`src/rtl/frame_deframer.sv`:
```
// Header-synchronised deframer: hunts for HDR_COUNT header words, then forwards FRAME_LEN payload words.
// Optional DEFRAMER_STATS_EN adds saturating frame_cnt / err_cnt outputs.
module frame_deframer #(
    parameter int          FRAME_LEN   = 64,
    parameter logic [15:0] HDR_WORD    = 16'hFFFF,
    parameter int          HDR_COUNT   = 3,
    parameter int          GAP_TIMEOUT = 16
) (
    input  logic        clk,
    input  logic        rst_n,
    input  logic        en,
    input  logic [15:0] data_in,
    output logic [15:0] data_out,
    output logic        data_valid,
    output logic        sof,
    output logic        eof,
    output logic        frame_err,
`ifdef DEFRAMER_STATS_EN
    output logic [15:0] frame_cnt,
    output logic [7:0]  err_cnt,
`endif
    output logic        locked
);

    localparam int WW = $clog2(FRAME_LEN + 1);
    localparam logic [WW-1:0] W_LAST = WW'(FRAME_LEN - 1);
    localparam logic [2:0]    H_LAST = 3'(HDR_COUNT - 1);
    localparam logic [7:0]    G_LAST = 8'(GAP_TIMEOUT - 1);

    typedef enum logic [1:0] {HUNT, HDR, PAYLOAD} state_t;

    state_t        state;
    logic [2:0]    hdr_cnt;
    logic [WW-1:0] word_cnt;
    logic [7:0]    gap_cnt;

    logic hit;
    assign hit = en && (data_in == HDR_WORD);

    always_ff @(posedge clk or negedge rst_n) begin
        if (!rst_n) begin
            state      <= HUNT;
            hdr_cnt    <= '0;
            word_cnt   <= '0;
            gap_cnt    <= '0;
            data_out   <= '0;
            data_valid <= 1'b0;
            sof        <= 1'b0;
            eof        <= 1'b0;
            frame_err  <= 1'b0;
            locked     <= 1'b0;
`ifdef DEFRAMER_STATS_EN
            frame_cnt  <= '0;
            err_cnt    <= '0;
`endif
        end else begin
            data_valid <= 1'b0;
            sof        <= 1'b0;
            eof        <= 1'b0;
            frame_err  <= 1'b0;
            unique case (state)
                HUNT: begin
                    if (hit) begin
                        if (HDR_COUNT == 1) begin
                            state    <= PAYLOAD;
                            locked   <= 1'b1;
                            hdr_cnt  <= '0;
                            word_cnt <= '0;
                            gap_cnt  <= '0;
                        end else begin
                            state   <= HDR;
                            hdr_cnt <= 3'd1;
                        end
                    end
                end
                HDR: begin
                    if (hit) begin
                        if (hdr_cnt == H_LAST) begin
                            state    <= PAYLOAD;
                            locked   <= 1'b1;
                            hdr_cnt  <= '0;
                            word_cnt <= '0;
                            gap_cnt  <= '0;
                        end else begin
                            hdr_cnt <= hdr_cnt + 3'd1;
                        end
                    end else if (en) begin
                        state   <= HUNT;
                        hdr_cnt <= '0;
                    end
                end
                PAYLOAD: begin
                    // Header-valued words are ordinary data once locked
                    if (en) begin
                        data_out   <= data_in;
                        data_valid <= 1'b1;
                        sof        <= (word_cnt == '0);
                        gap_cnt    <= '0;
                        if (word_cnt == W_LAST) begin
                            eof      <= 1'b1;
                            state    <= HUNT;
                            locked   <= 1'b0;
                            word_cnt <= '0;
                            hdr_cnt  <= '0;
`ifdef DEFRAMER_STATS_EN
                            if (frame_cnt != '1)
                                frame_cnt <= frame_cnt + 16'd1;
`endif
                        end else begin
                            word_cnt <= word_cnt + 1'b1;
                        end
                    end else if (gap_cnt == G_LAST) begin
                        frame_err <= 1'b1;
                        state     <= HUNT;
                        locked    <= 1'b0;
                        word_cnt  <= '0;
                        hdr_cnt   <= '0;
                        gap_cnt   <= '0;
`ifdef DEFRAMER_STATS_EN
                        if (err_cnt != '1)
                            err_cnt <= err_cnt + 8'd1;
`endif
                    end else begin
                        gap_cnt <= gap_cnt + 8'd1;
                    end
                end
                default: begin
                    state  <= HUNT;
                    locked <= 1'b0;
                end
            endcase
        end
    end

endmodule
```
`config.mk`:
```
export PLATFORM = sky130hd
export DESIGN_NAME = frame_deframer
export DESIGN_NICKNAME = d
export VERILOG_FILES = /design/src/rtl/frame_deframer.sv
export SDC_FILE = /design/constraint.sdc
export NUM_CORES = 1
export LEC_CHECK = 0
export BUFFER_PORTS_ARGS = -buffer_cell sky130_fd_sc_hd__buf_2
export CORE_MARGIN = 4
export CORE_UTILIZATION = 40
export DETAILED_ROUTE_END_ITERATION = 8
export GPL_ROUTABILITY_DRIVEN = 1
export SLEW_MARGIN = 20
export SYNTH_ARGS = -nofsm -noshare
export SYNTH_HDL_FRONTEND = slang
export SYNTH_SLANG_ARGS = --single-unit
```
`constraint.sdc`:
```
create_clock -name clk -period 2.35 [get_ports clk]
set_input_delay 0.1175 -clock clk [delete_from_list [all_inputs] [get_ports clk]]
set_output_delay 0.1175 -clock clk [all_outputs]
set_load 0.1 [all_outputs]
```
-- Word-level counts from Yosys, hierarchy flattened
Index checks and enable logic that the tools add are counted.
- reduce and logical (&&, ||, !) cells: 11
- equal/unequal tests: 13
- multiplexer cells: 43
- bitwise gates (word level): 1
- add/sub/neg operators: 3
- operators with widths (operator ; number):
    two-way mux 7 bit ; 5
    two-way mux 8 bit ; 4
    two-way mux 3 bit ; 7
    == test 16 bit (second input constant) ; 1
    one-hot mux 8 bit (2 select lines) ; 1
    two-way mux 1 bit ; 15
    AND reduction 5 bit ; 3
    two-way mux 2 bit ; 7
    one-hot mux 7 bit (2 select lines) ; 1
    != test 3 bit (second input constant) ; 4
    one-hot mux 3 bit (3 select lines) ; 1
    adder 8 x 1 -> 8 bit (second input constant) ; 1
    == test 8 x 4 -> 1 bit (second input constant) ; 1
    adder 7 x 1 -> 7 bit (second input constant) ; 1
    == test 7 x 6 -> 1 bit (second input constant) ; 1
    logical NOT 7 bit ; 1
    != test 2 bit (second input constant) ; 3
    one-hot mux 2 bit (3 select lines) ; 1
    AND reduction 4 bit ; 1
    adder 3 x 1 -> 3 bit (second input constant) ; 1
    == test 3 x 2 -> 1 bit (second input constant) ; 1
    one-hot mux 1 bit (3 select lines) ; 1
    AND reduction 3 bit ; 1
    nonzero test 3 bit ; 1
    other kinds (7) ; 7
- register bits after elaboration: 41
- word-level logic and storage cells: 81
- output and inout bits: 21
- input bits: 19

-- Depth between registers and ports, before layout
Gate-level depths: netlist (run 1).
- word-level depth: 4
- mapped depth: 9
- depth with buffers taken out: 8

-- Worst setup path after synthesis (run 1)
No wires, ideal clock.
- kind: flip-flop to flip-flop
- from: reg state[1]
- to: reg word_cnt[4]
- stages on the path, launching flop included: 9
- data required time: 2.226 ns
- arrival: 1.853 ns
- slack: 0.373 ns
- cells stage by stage: dfrtp_1 > inv_1 > ha_1 > clkbuf_1 > inv_1 > nor4_4 > a21oi_2 > or2_4 > a211o_1
- cells in the longest elaborated chain, start to end: 3
- RTL lines (what ; line ; source):
    from (decl) ; 32 ; state_t state;
    from (signal assigned) ; 42 ; state <= HUNT;
    from (signal assigned) ; 65 ; state <= PAYLOAD;
    from (signal assigned) ; 71 ; state <= HDR;
    == test 2 bit / == test 2 x 1 -> 1 bit (equally long branches) ; 61 ; unique case (state)
    != test 3 bit (no line), or another cell as far along ; n/a ;
    AND reduction 4 bit (no line) ; n/a ;
    to (signal assigned) ; 110 ; word_cnt <= word_cnt + 1'b1;
    to (decl) ; 34 ; logic [WW-1:0] word_cnt;
Several ways; a longest one is shown, not always the timed one.
A chain may end at the register's enable or synchronous reset.

-- Worst setup path in the final report (run 1)
- from: reg state[0]
- to: reg hdr_cnt[2]
- cells in the longest elaborated chain, start to end: 3
- RTL lines (what ; line ; source):
    == test 2 x 1 -> 1 bit, or another cell as far along ; 61 ;
    != test 3 bit (no line), or another cell as far along ; n/a ;
    AND reduction 5 bit (no line) ; n/a ;
    to (signal assigned) ; 85 ; hdr_cnt <= hdr_cnt + 3'd1;
    to (decl) ; 33 ; logic [2:0] hdr_cnt;
Several ways; a longest one is shown, not always the timed one.

==> results of run 1 <==
## sequential cells by signal (all words and copies together), names as in the netlist
name / count
gap_cnt: 8
sof: 1
locked: 1
eof: 1
data_valid: 1
hdr_cnt: 3
state: 2
word_cnt: 7
data_out: 16
frame_err: 1
## synthesized netlist by cell type, types with 3 or more instances
master    number  share of area (%)
nor2b_1        3               0.86
and3_1         8                2.3
nand3_1        8                1.8
nor3_1         3               0.69
nand2b_1       3               0.86
o31ai_1        5                1.7
inv_1          7                1.2
dfrtp_1       41                 47
nor2_1         8                1.4
o21ai_1        7                1.6
nand3b_1       3                1.0
a211o_1        3                1.2
nand4_1        3               0.86
a31oi_1        4                1.1
clkbuf_1       7                1.2
ha_1           6                3.4
nor4_1         3               0.86
o21ai_0        8                1.8
nand2_1       61                 10
## critical path: cells and delay by family, from the launching register on
family,cells,cell delay (ns)
adder cells (fa/ha/maj),1,0.26
AND/OR/NAND/NOR,3,0.71
buffers and inverters,2,0.38
flip-flops,1,0.41
AO/OA/AOI/OAI,1,0.18
## layer usage
metal / track usage [%] / vias up
li1: - / 893
met1: 21.05 / 823
met2: 25.77 / 47
met3: 3.070 / 5
met4: 6.478 / 0
met5: 0 / -
## logic make-up (layout without fill, tap and decap cells)
logic type	after synthesis	after routing	synth area share [%]
and+or+nand+nor	121	121	30.16
AOI/OAI and AO/OA	45	45	15.54
DFF	41	41	47.02
buffers and inverters	17	60	3.326
adders and majority gates	6	6	3.440
muxes	1	1	0.5160
## stage by stage
| stage | hold slack [ns] | util (%) | power [mW] | setup WS, ns | instance area (sq um) |
|---|---|---|---|---|---|
| after global routing | 0.02073 | 49.04 | 3.045 | 0.1974 | 2552 |
| after floorplan | -0.1781 | - | 2.197 | 0.3726 | 2182 |
| after global placement | 0.3075 | 47.19 | 2.458 | 0.4129 | 2456 |
| after CTS | 0.007304 | 49.04 | 2.935 | 0.3377 | 2552 |
| after detailed placement | 0.3196 | 47.19 | 2.456 | 0.3591 | 2456 |
| final | 0.01932 | 49.04 | 2.901 | 0.3425 | 2552 |
## layout make-up
cell class,instances,area (sq um),area share (%)
timing repair buffer,45,242.7,9.510
clock buffer,5,68.82,2.696
sequential,41,1026,40.20
tap,70,87.58,3.431
inverter,7,26.28,1.029
multi-input combinational,173,1084,42.45
clock inverter,3,17.52,0.6863
## worst max-delay path by stage
stage / end / start / slack (ns) / cells after the start
after floorplan: word_cnt[4]$_DFFE_PN0P_ / state[1]$_DFFE_PN0P_ / 0.37 / 8
after global placement: hdr_cnt[1]$_DFFE_PN0P_ / state[0]$_DFFE_PN0P_ / 0.41 / 7
after detailed placement: hdr_cnt[2]$_DFFE_PN0P_ / state[0]$_DFFE_PN0P_ / 0.36 / 7
after CTS: hdr_cnt[2]$_DFFE_PN0P_ / state[0]$_DFFE_PN0P_ / 0.34 / 7
after global routing: locked$_DFFE_PN0P_ / state[0]$_DFFE_PN0P_ / 0.20 / 8
final: hdr_cnt[2]$_DFFE_PN0P_ / state[0]$_DFFE_PN0P_ / 0.34 / 7
## report_power, final
group / internal, mW / total [mW] / leakage [nW] / switching, mW
Sequential: 0.859 / 0.953 / 0.534 / 0.0940
Combinational: 0.225 / 1.48 / 0.701 / 1.26
Clock: 0.205 / 0.464 / 0.0439 / 0.259
Total: 1.29 / 2.90 / 1.28 / 1.61
## timing repair
action | CTS | global route
endpoints found under the hold margin | 41 | 0
hold buffers | 1 | 0
setup buffers | 0 | 0
## placed cells by master, fill, tap and decap left out, types with 3 or more instances in the layout
master     n
o21ai_0    8
nand3b_1   3
inv_1      7
clkbuf_8   5
o31ai_1    5
nand3_1    8
buf_4      5
and3_1     8
a31oi_1    4
nor2_1     8
buf_2     39
nand2b_1   3
ha_1       6
nor3_1     3
nor2b_1    3
nand2_1   61
dfrtp_1   41
nand4_1    3
a211o_1    3
nor4_1     3
o21ai_1    7
==> results.py, run 1 <==
metrics = {
    "clocking": {
        "insertion_delay_ns": 0.30,
        "numCtsBuffers": 5,
        "cts_resized": 0,
        "htree_num_levels": 2,
        "clkTransAtPathRegs_ns": 0.09,
        "cts_root_buffer": "clkbuf_8",
        "cts_tree": "yes",
        "clock_path_buffers": 2,
        "clock_sinks": 41,
    },
    "floorplan": {
        "fp.dieW_um": 81.86,
        "die-area_sq_um": 6701,
        "initial_core_util_pct": 41.92,
        "die_y_um": 81.86,
        "core.rowCount": 26,
        "io_pins": 40,
        "core_sq_um": 5205,
    },
    "global_routing": {
        "antenna_found_initial": 0,
        "grt-ovfl-total": 0,
        "grt_start_max_net_pins": 42,
        "grt_use_total_pct": 15.99,
        "grt_pass1_vias": 1801,
        "grt_first_pass_wirelength_mm": 8.280,
    },
    "routing": {
        "vias": 1768,
        "antenna_left": 0,
        "drt_iter0_markers": 83,
        "met2_length_mm": 2.157,
        "vias_per_cell": 5.140,
        "drc": 0,
        "wl_met1_mm": 2.295,
        "drt-pass1-iter-count": 4,
        "wl_met3_um": 266,
        "wl_mm": 4.779,
        "dr.max_layer_used": "met4",
        "drt-wirelength-per-cell_um": 13.89,
    },
    "setup_path": {
        "worstPathRequired_ns": 2.58,
        "crit_chain": "inv_1 -> ha_1 -> nand2_2 -> buf_4 -> o211ai_4 -> or4_1 -> nand2_1",
        "critPathLaunchType": "flip-flop",
        "crit_type": "flip-flop to flip-flop",
        "crit_arrival_ns": 2.24,
        "crit_path_end_kind": "flip-flop",
        "reg2reg_depth": 7,
        "critPathMaxFanout": 26,
        "r2r-end": "hdr_cnt[2]$_DFFE_PN0P_",
        "critPathSlowestCell": "or4_1",
        "r2r_start": "state[0]$_DFFE_PN0P_",
        "ff2ff_setup_slack_ns": 0.34,
        "critPathMaxStageDelay_ns": 0.54,
    },
    "timing": {
        "max_slew_margin_pct": 39.71,
        "worst_pin_slew_ns": 0.9044,
        "fin_skew_ns": 0.007563,
        "fmax_ghz": 0.4981,
        "min_period_ns": 2.007,
        "maxSlewViolCount": 0,
        "setup-tns-final_ns": 0,
        "rsz0062_at_grt": "false",
        "finalSetupViolations": 0,
        "finalHoldViolCount": 0,
        "period_share_pct": 85.42,
    },
    "cells_and_area": {
        "final_cells": 344,
        "fill_cells": 539,
        "diodes": 0,
        "nets": 298,
        "syn2layout_area_growth_pct": 16.97,
        "drive_above_1_share_pct": 25.18,
    },
    "synthesis": {
        "synth-main-ff-cell": "dfrtp_1",
        "syn_area_sq_um": 2182,
        "synth-async-reset-ratio_pct": 100.0,
        "synthesis.nets": 256,
        "netlist_instances": 231,
        "synth_warnings": 0,
        "syn_area_per_cell_sq_um": 9.446,
        "ys_ff_latch": 41,
        "synth_edf_count": 0,
        "ys_types": 50,
        "yosysSeqAreaShare_pct": 47.02,
    },
    "hold_path": {
        "holdPathStages": 3,
        "holdCritPathClass": "input port to flip-flop",
        "hold_path_end": "data_out[10]$_DFFE_PN0P_",
        "hold_start": "data_in[10]",
    },
    "power_and_ir_drop": {
        "power_leakage_nw": 1.279,
        "p_per_area_nw_per_um2": 1137,
        "ir_worst_vdd_v": 0.0009817,
    },
    "status": {
        "outcome": "completed",
    },
    "run": {
        "cap_viol_max_count": 0,
    },
    "placed_design": {
        "io_buffers": 39,
        "gp_congestion": 0.8247,
        "dpl.hpwl_mm": 3.387,
        "dp.cells": 335,
    },
}
No activity file was read; power rests on OpenSTA's default activity.
==> inputs of run 2 (changes only) <==
--- a/config.mk
+++ b/config.mk
@@ -10,6 +10,7 @@
 export CORE_UTILIZATION = 40
 export DETAILED_ROUTE_END_ITERATION = 8
 export GPL_ROUTABILITY_DRIVEN = 1
+export SETUP_SLACK_MARGIN = 0.4
 export SLEW_MARGIN = 20
 export SYNTH_ARGS = -nofsm -noshare
 export SYNTH_HDL_FRONTEND = slang
==> results.py, run 2 (synthesized netlist as in run 1, its figures left out) <==
metrics = {
    "status": {
        "outcome": "completed",
    },
    "global_routing": {
        "grt_start_max_net_pins": 42,
        "grt_use_total_pct": 16.80,
        "busiest_layer": "met2",
        "grt_pass1_vias": 1888,
        "grt-ovfl-total": 0,
        "grt_use_met1_pct": 21.72,
        "use_met3_pct": 3.947,
        "grt_first_pass_wirelength_mm": 8.707,
        "antenna_found_initial": 0,
        "met2_usage_pct": 27.87,
    },
    "placed_design": {
        "io_buffers": 39,
        "gp_congestion": 0.8307,
        "dpl.hpwl_mm": 3.506,
        "pre_cts_slack_ns": 0.3387,
        "post_dp_cell_area_sq_um": 2462,
    },
    "cells_and_area": {
        "fill_cells": 508,
        "diodes": 0,
        "multiInputGateArea_sq_um": 1122,
        "mostFrequentLayoutCell": "nand2_1",
        "drive_above_1_share_pct": 29.75,
        "largest-register": "data_out",
        "top_regs": "data_out: 16 flops, gap_cnt: 8 flops, word_cnt: 7 flops",
        "final_cell_mix": "61 x nand2_1, 41 x dfrtp_1, 39 x buf_2",
        "nets": 303,
        "largest_reg_flops": 16,
        "seq_area_sq_um": 1026,
        "finish.utilization_pct": 50.60,
        "syn2layout_area_growth_pct": 20.70,
        "fin_area_sq_um": 2634,
    },
    "floorplan": {
        "core.rowCount": 26,
        "die-area_sq_um": 6701,
        "core_sq_um": 5205,
        "io_pins": 40,
        "die_y_um": 81.86,
        "fp.dieW_um": 81.86,
        "initial_core_util_pct": 41.92,
    },
    "timing": {
        "worst_pin_slew_ns": 0.9222,
        "finalHoldViolCount": 0,
        "fin_skew_ns": 0.01116,
        "fmax_ghz": 0.5389,
        "period_share_pct": 78.97,
        "finalSetupViolations": 0,
        "min_period_ns": 1.856,
        "rsz0062_at_grt": "false",
        "setup-tns-final_ns": 0,
        "final.setup.worst_slack_ns": 0.4943,
        "maxSlewViolCount": 0,
        "max_slew_margin_pct": 38.52,
    },
    "clocking": {
        "clock_path_buffers": 2,
        "cts_root_buffer": "clkbuf_8",
        "clock_sinks": 41,
        "cts_tree": "yes",
        "clkTransAtPathRegs_ns": 0.08,
        "insertion_delay_ns": 0.30,
        "htree_num_levels": 2,
        "numCtsBuffers": 5,
    },
    "routing": {
        "antenna_left": 0,
        "vias_per_cell": 5.206,
        "drt_iter0_markers": 153,
        "wl_mm": 5.018,
        "drt-pass1-iter-count": 4,
        "drc": 0,
        "vias": 1817,
        "drt-wirelength-per-cell_um": 14.38,
    },
    "power_and_ir_drop": {
        "p_per_area_nw_per_um2": 1113,
        "ir_worst_vdd_v": 0.001128,
        "power_leakage_nw": 1.302,
    },
    "hold_path": {
        "holdCritPathClass": "input port to flip-flop",
    },
    "setup_path": {
        "critPathLaunchType": "flip-flop",
        "crit_arrival_ns": 2.09,
        "worstPathRequired_ns": 2.58,
        "critPathMaxFanout": 9,
        "crit_type": "flip-flop to flip-flop",
        "crit_path_end_kind": "flip-flop",
    },
    "run": {
        "cap_viol_max_count": 0,
    },
}
## run 2: changes by cell type in the layout (fill, tap and decap cells not counted), moves of 2 or more
cell	delta
clkinv_2	-2
inv_2	+2
ha_1	-2
inv_1	-2
ha_2	+2
buf_4	+4
## run 2: path summary, 6_finish.rpt
kind,start,endpoint,slack (ns),depth (start not counted)
worst max-delay path,state[0]$_DFFE_PN0P_,hdr_cnt[1]$_DFFE_PN0P_,0.49,7
worst min-delay path,data_in[12],data_out[12]$_DFFE_PN0P_,0.02,3
worst max register to register,state[0]$_DFFE_PN0P_,hdr_cnt[1]$_DFFE_PN0P_,0.49,7
worst min register to register,data_out[10]$_DFFE_PN0P_,data_out[10]$_DFFE_PN0P_,0.47,2
max in group asynchronous,rst_n,gap_cnt[7]$_DFFE_PN0P_,1.27,2
min in group asynchronous,rst_n,data_out[3]$_DFFE_PN0P_,0.50,2
## run 2: metal layers
| layer | up-vias | wire [um] |
|---|---|---|
| met3 | 6 | 247 |
| met4 | 0 | 52 |
| li1 | 904 | - |
| met2 | 46 | 2361 |
| met5 | - | 0 |
| met1 | 861 | 2357 |
## run 2: through the flow
step / hold WS [ns] / total power, mW / std cells
3_3_place_gp: 0.3159 / 2.449 / 335
4_1_cts: 0.01535 / 2.947 / 347
6_report: 0.02320 / 2.932 / 349
3_5_place_dp: 0.3141 / 2.452 / 335
5_1_grt: 0.009753 / 3.064 / 349
2_1_floorplan: -0.1781 / 2.198 / 231
## run 2: final cells by class
cell class | count | area share (%)
multi-input combinational | 173 | 42.61
sequential | 41 | 38.95
timing repair buffer | 50 | 10.78
tap | 70 | 3.325
clock buffer | 6 | 2.755
inverter | 7 | 0.9976
clock inverter | 2 | 0.5701
## run 2: critical path, stage by stage (launching register included)
cell and delay, ns:
dfrtp_1 0.40, buf_4 0.15, ha_2 0.19, inv_2 0.09
a2bb2oi_2 0.18, o211ai_4 0.15, or4_1 0.55, nand2_1 0.08
## run 2: where the power goes
group          total [mW]  leakage [nW]  switching, mW  internal (mW)
Clock               0.463        0.0374          0.254          0.209
Sequential          0.943         0.534         0.0838          0.859
Combinational        1.53         0.731           1.28          0.247
## run 2: timing repair
action / 4_1_cts / 5_1_grt
pin swaps: 3 / 2
setup buffers: 3 / 2
hold buffers: 1 / 0
resized for setup: 5 / 7
endpoints found under the hold margin: 33 / 0
endpoints found under the setup margin: 5 / 13
==> inputs of run 3 (changes only) <==
==> constraint.sdc (replaced) <==
create_clock -name clk -period 1.5 [get_ports clk]
set_input_delay 0.075 -clock clk [delete_from_list [all_inputs] [get_ports clk]]
set_output_delay 0.075 -clock clk [all_outputs]
set_load 0.1 [all_outputs]
==> results.py, run 3 (synthesized netlist as in run 1, its figures left out) <==
metrics = {
    "cells_and_area": {
        "largest_reg_flops": 16,
        "final_cell_mix": "58 x buf_4, 42 x nand2_1, 40 x dfrtp_1",
        "fin_area_sq_um": 3895,
        "largest-register": "data_out",
        "finish.utilization_pct": 74.83,
        "mostFrequentLayoutCell": "buf_4",
        "drive_above_1_share_pct": 55.18,
        "diodes": 0,
        "nets": 381,
        "top_regs": "data_out: 16 flops, gap_cnt: 8 flops, word_cnt: 7 flops",
        "syn2layout_area_growth_pct": 78.50,
    },
    "clocking": {
        "clock_path_buffers": 2,
        "insertion_delay_ns": 0.30,
        "cts_root_buffer": "clkbuf_8",
        "numCtsBuffers": 5,
        "cts_tree": "yes",
        "htree_num_levels": 2,
        "clkTransAtPathRegs_ns": 0.08,
        "clock_sinks": 41,
    },
    "routing": {
        "drc": 0,
        "drt-pass1-iter-count": 4,
        "antenna_left": 0,
        "drt_iter0_markers": 73,
        "vias_per_cell": 5.342,
        "vias": 2281,
        "wl_mm": 7.493,
        "drt-wirelength-per-cell_um": 17.55,
    },
    "floorplan": {
        "core_sq_um": 5205,
        "core.rowCount": 26,
        "die-area_sq_um": 6701,
        "fp.dieW_um": 81.86,
        "io_pins": 40,
        "initial_core_util_pct": 41.92,
        "die_y_um": 81.86,
    },
    "timing": {
        "rsz0062_at_grt": "true",
        "final.setup.worst_slack_ns": -0.3198,
        "min_period_ns": 1.820,
        "maxSlewViolCount": 0,
        "period_share_pct": 121.3,
        "max_slew_margin_pct": 64.38,
        "worst_pin_slew_ns": 0.5344,
        "hold_ws_ns": 0.01012,
        "fin_skew_ns": 0.009051,
        "finalSetupViolations": 36,
        "finalHoldViolCount": 0,
        "fmax_ghz": 0.5495,
    },
    "run": {
        "cap_viol_max_count": 0,
    },
    "hold_path": {
        "holdPathStages": 3,
        "holdCritPathClass": "input port to flip-flop",
    },
    "placed_design": {
        "gp_congestion": 0.8448,
        "io_buffers": 39,
        "dpl.hpwl_mm": 4.047,
        "pre_cts_slack_ns": -0.2865,
        "post_dp_cell_area_sq_um": 2885,
    },
    "setup_path": {
        "r2r_start": "hdr_cnt[2]$_DFFE_PN0P_",
        "critPathMaxFanout": 4,
        "reg2reg_depth": 5,
        "worstPathRequired_ns": 1.69,
        "crit_path_end_kind": "flip-flop",
        "ff2ff_setup_slack_ns": -0.32,
        "crit_path_end": "word_cnt[4]$_DFFE_PN0P_",
        "crit_type": "flip-flop to flip-flop",
        "critPathLaunchType": "flip-flop",
        "crit_arrival_ns": 2.01,
        "critPathLaunch": "hdr_cnt[2]$_DFFE_PN0P_",
        "r2r-end": "word_cnt[4]$_DFFE_PN0P_",
    },
    "status": {
        "failed_checks": "setup timing",
        "outcome": "complete, but fails checks",
    },
    "power_and_ir_drop": {
        "ir_worst_vdd_v": 0.002115,
        "p_per_area_nw_per_um2": 1439,
        "power_leakage_nw": 1.847,
    },
    "global_routing": {
        "grt-ovfl-total": 0,
        "grt_start_max_net_pins": 24,
        "antenna_found_initial": 0,
        "grt_first_pass_wirelength_mm": 11.12,
        "grt_use_total_pct": 21.73,
        "grt_pass1_vias": 2361,
    },
}
[run 3: worst min path at each step]
stage / start / endpoint / slack (ns)
after floorplan: rst_n / data_out[0]$_DFFE_PN0P_ / -0.22
after global placement: rst_n / hdr_cnt[1]$_DFFE_PN0P_ / 0.09
after detailed placement: rst_n / hdr_cnt[2]$_DFFE_PN0P_ / 0.09
after CTS: data_in[1] / data_out[1]$_DFFE_PN0P_ / 0.004
after global routing: data_in[1] / data_out[1]$_DFFE_PN0P_ / 0.03
final: data_in[1] / data_out[1]$_DFFE_PN0P_ / 0.01
[run 3: cell type report]
cell class	instances	area [sq um]
multi-input combinational	173	1438
fill	330	1310
timing repair buffer	128	1197
sequential	41	1027
tap	70	87.58
clock buffer	6	72.57
clock inverter	2	38.79
inverter	7	33.78
[run 3: what timing repair did]
item / CTS / global route
endpoints found under the setup margin: 62 / 46
endpoints found under the hold margin: 36 / 0
setup buffers: 7 / 8
hold buffers: 16 / 0
gates cloned: 2 / 3
pin swaps: 30 / 14
resized for setup: 91 / 45
[run 3: per-stage QoR]
step	power [mW]	cells	setup TNS, ns
after floorplan	3.467	231	-3.430
after global placement	3.981	383	-4.227
final	5.606	427	-5.410
after CTS	5.316	416	-3.853
after global routing	5.814	427	-7.273
after detailed placement	3.991	383	-4.486
[run 3: report_power, final]
group | internal, mW | total (mW) | switching [mW]
clock | 0.500 | 0.915 | 0.415
combinational | 0.892 | 3.13 | 2.23
sequential | 1.35 | 1.57 | 0.218
[run 3: metal layers]
metal | up-vias | global-route usage (%) | wire length [um]
met2 | 64 | 39.90 | 4112
met1 | 1133 | 25.40 | 2863
li1 | 1066 | - | -
met4 | 0 | 6.146 | 206
met3 | 18 | 4.386 | 311
met5 | - | 0 | 0
[run 3: critical path, stage by stage (launching register included)]
cell	delay, ns
dfrtp_1	0.39
or3b_4	0.43
nor4_4	0.21
a21oi_4	0.12
or2_4	0.27
a211o_1	0.30
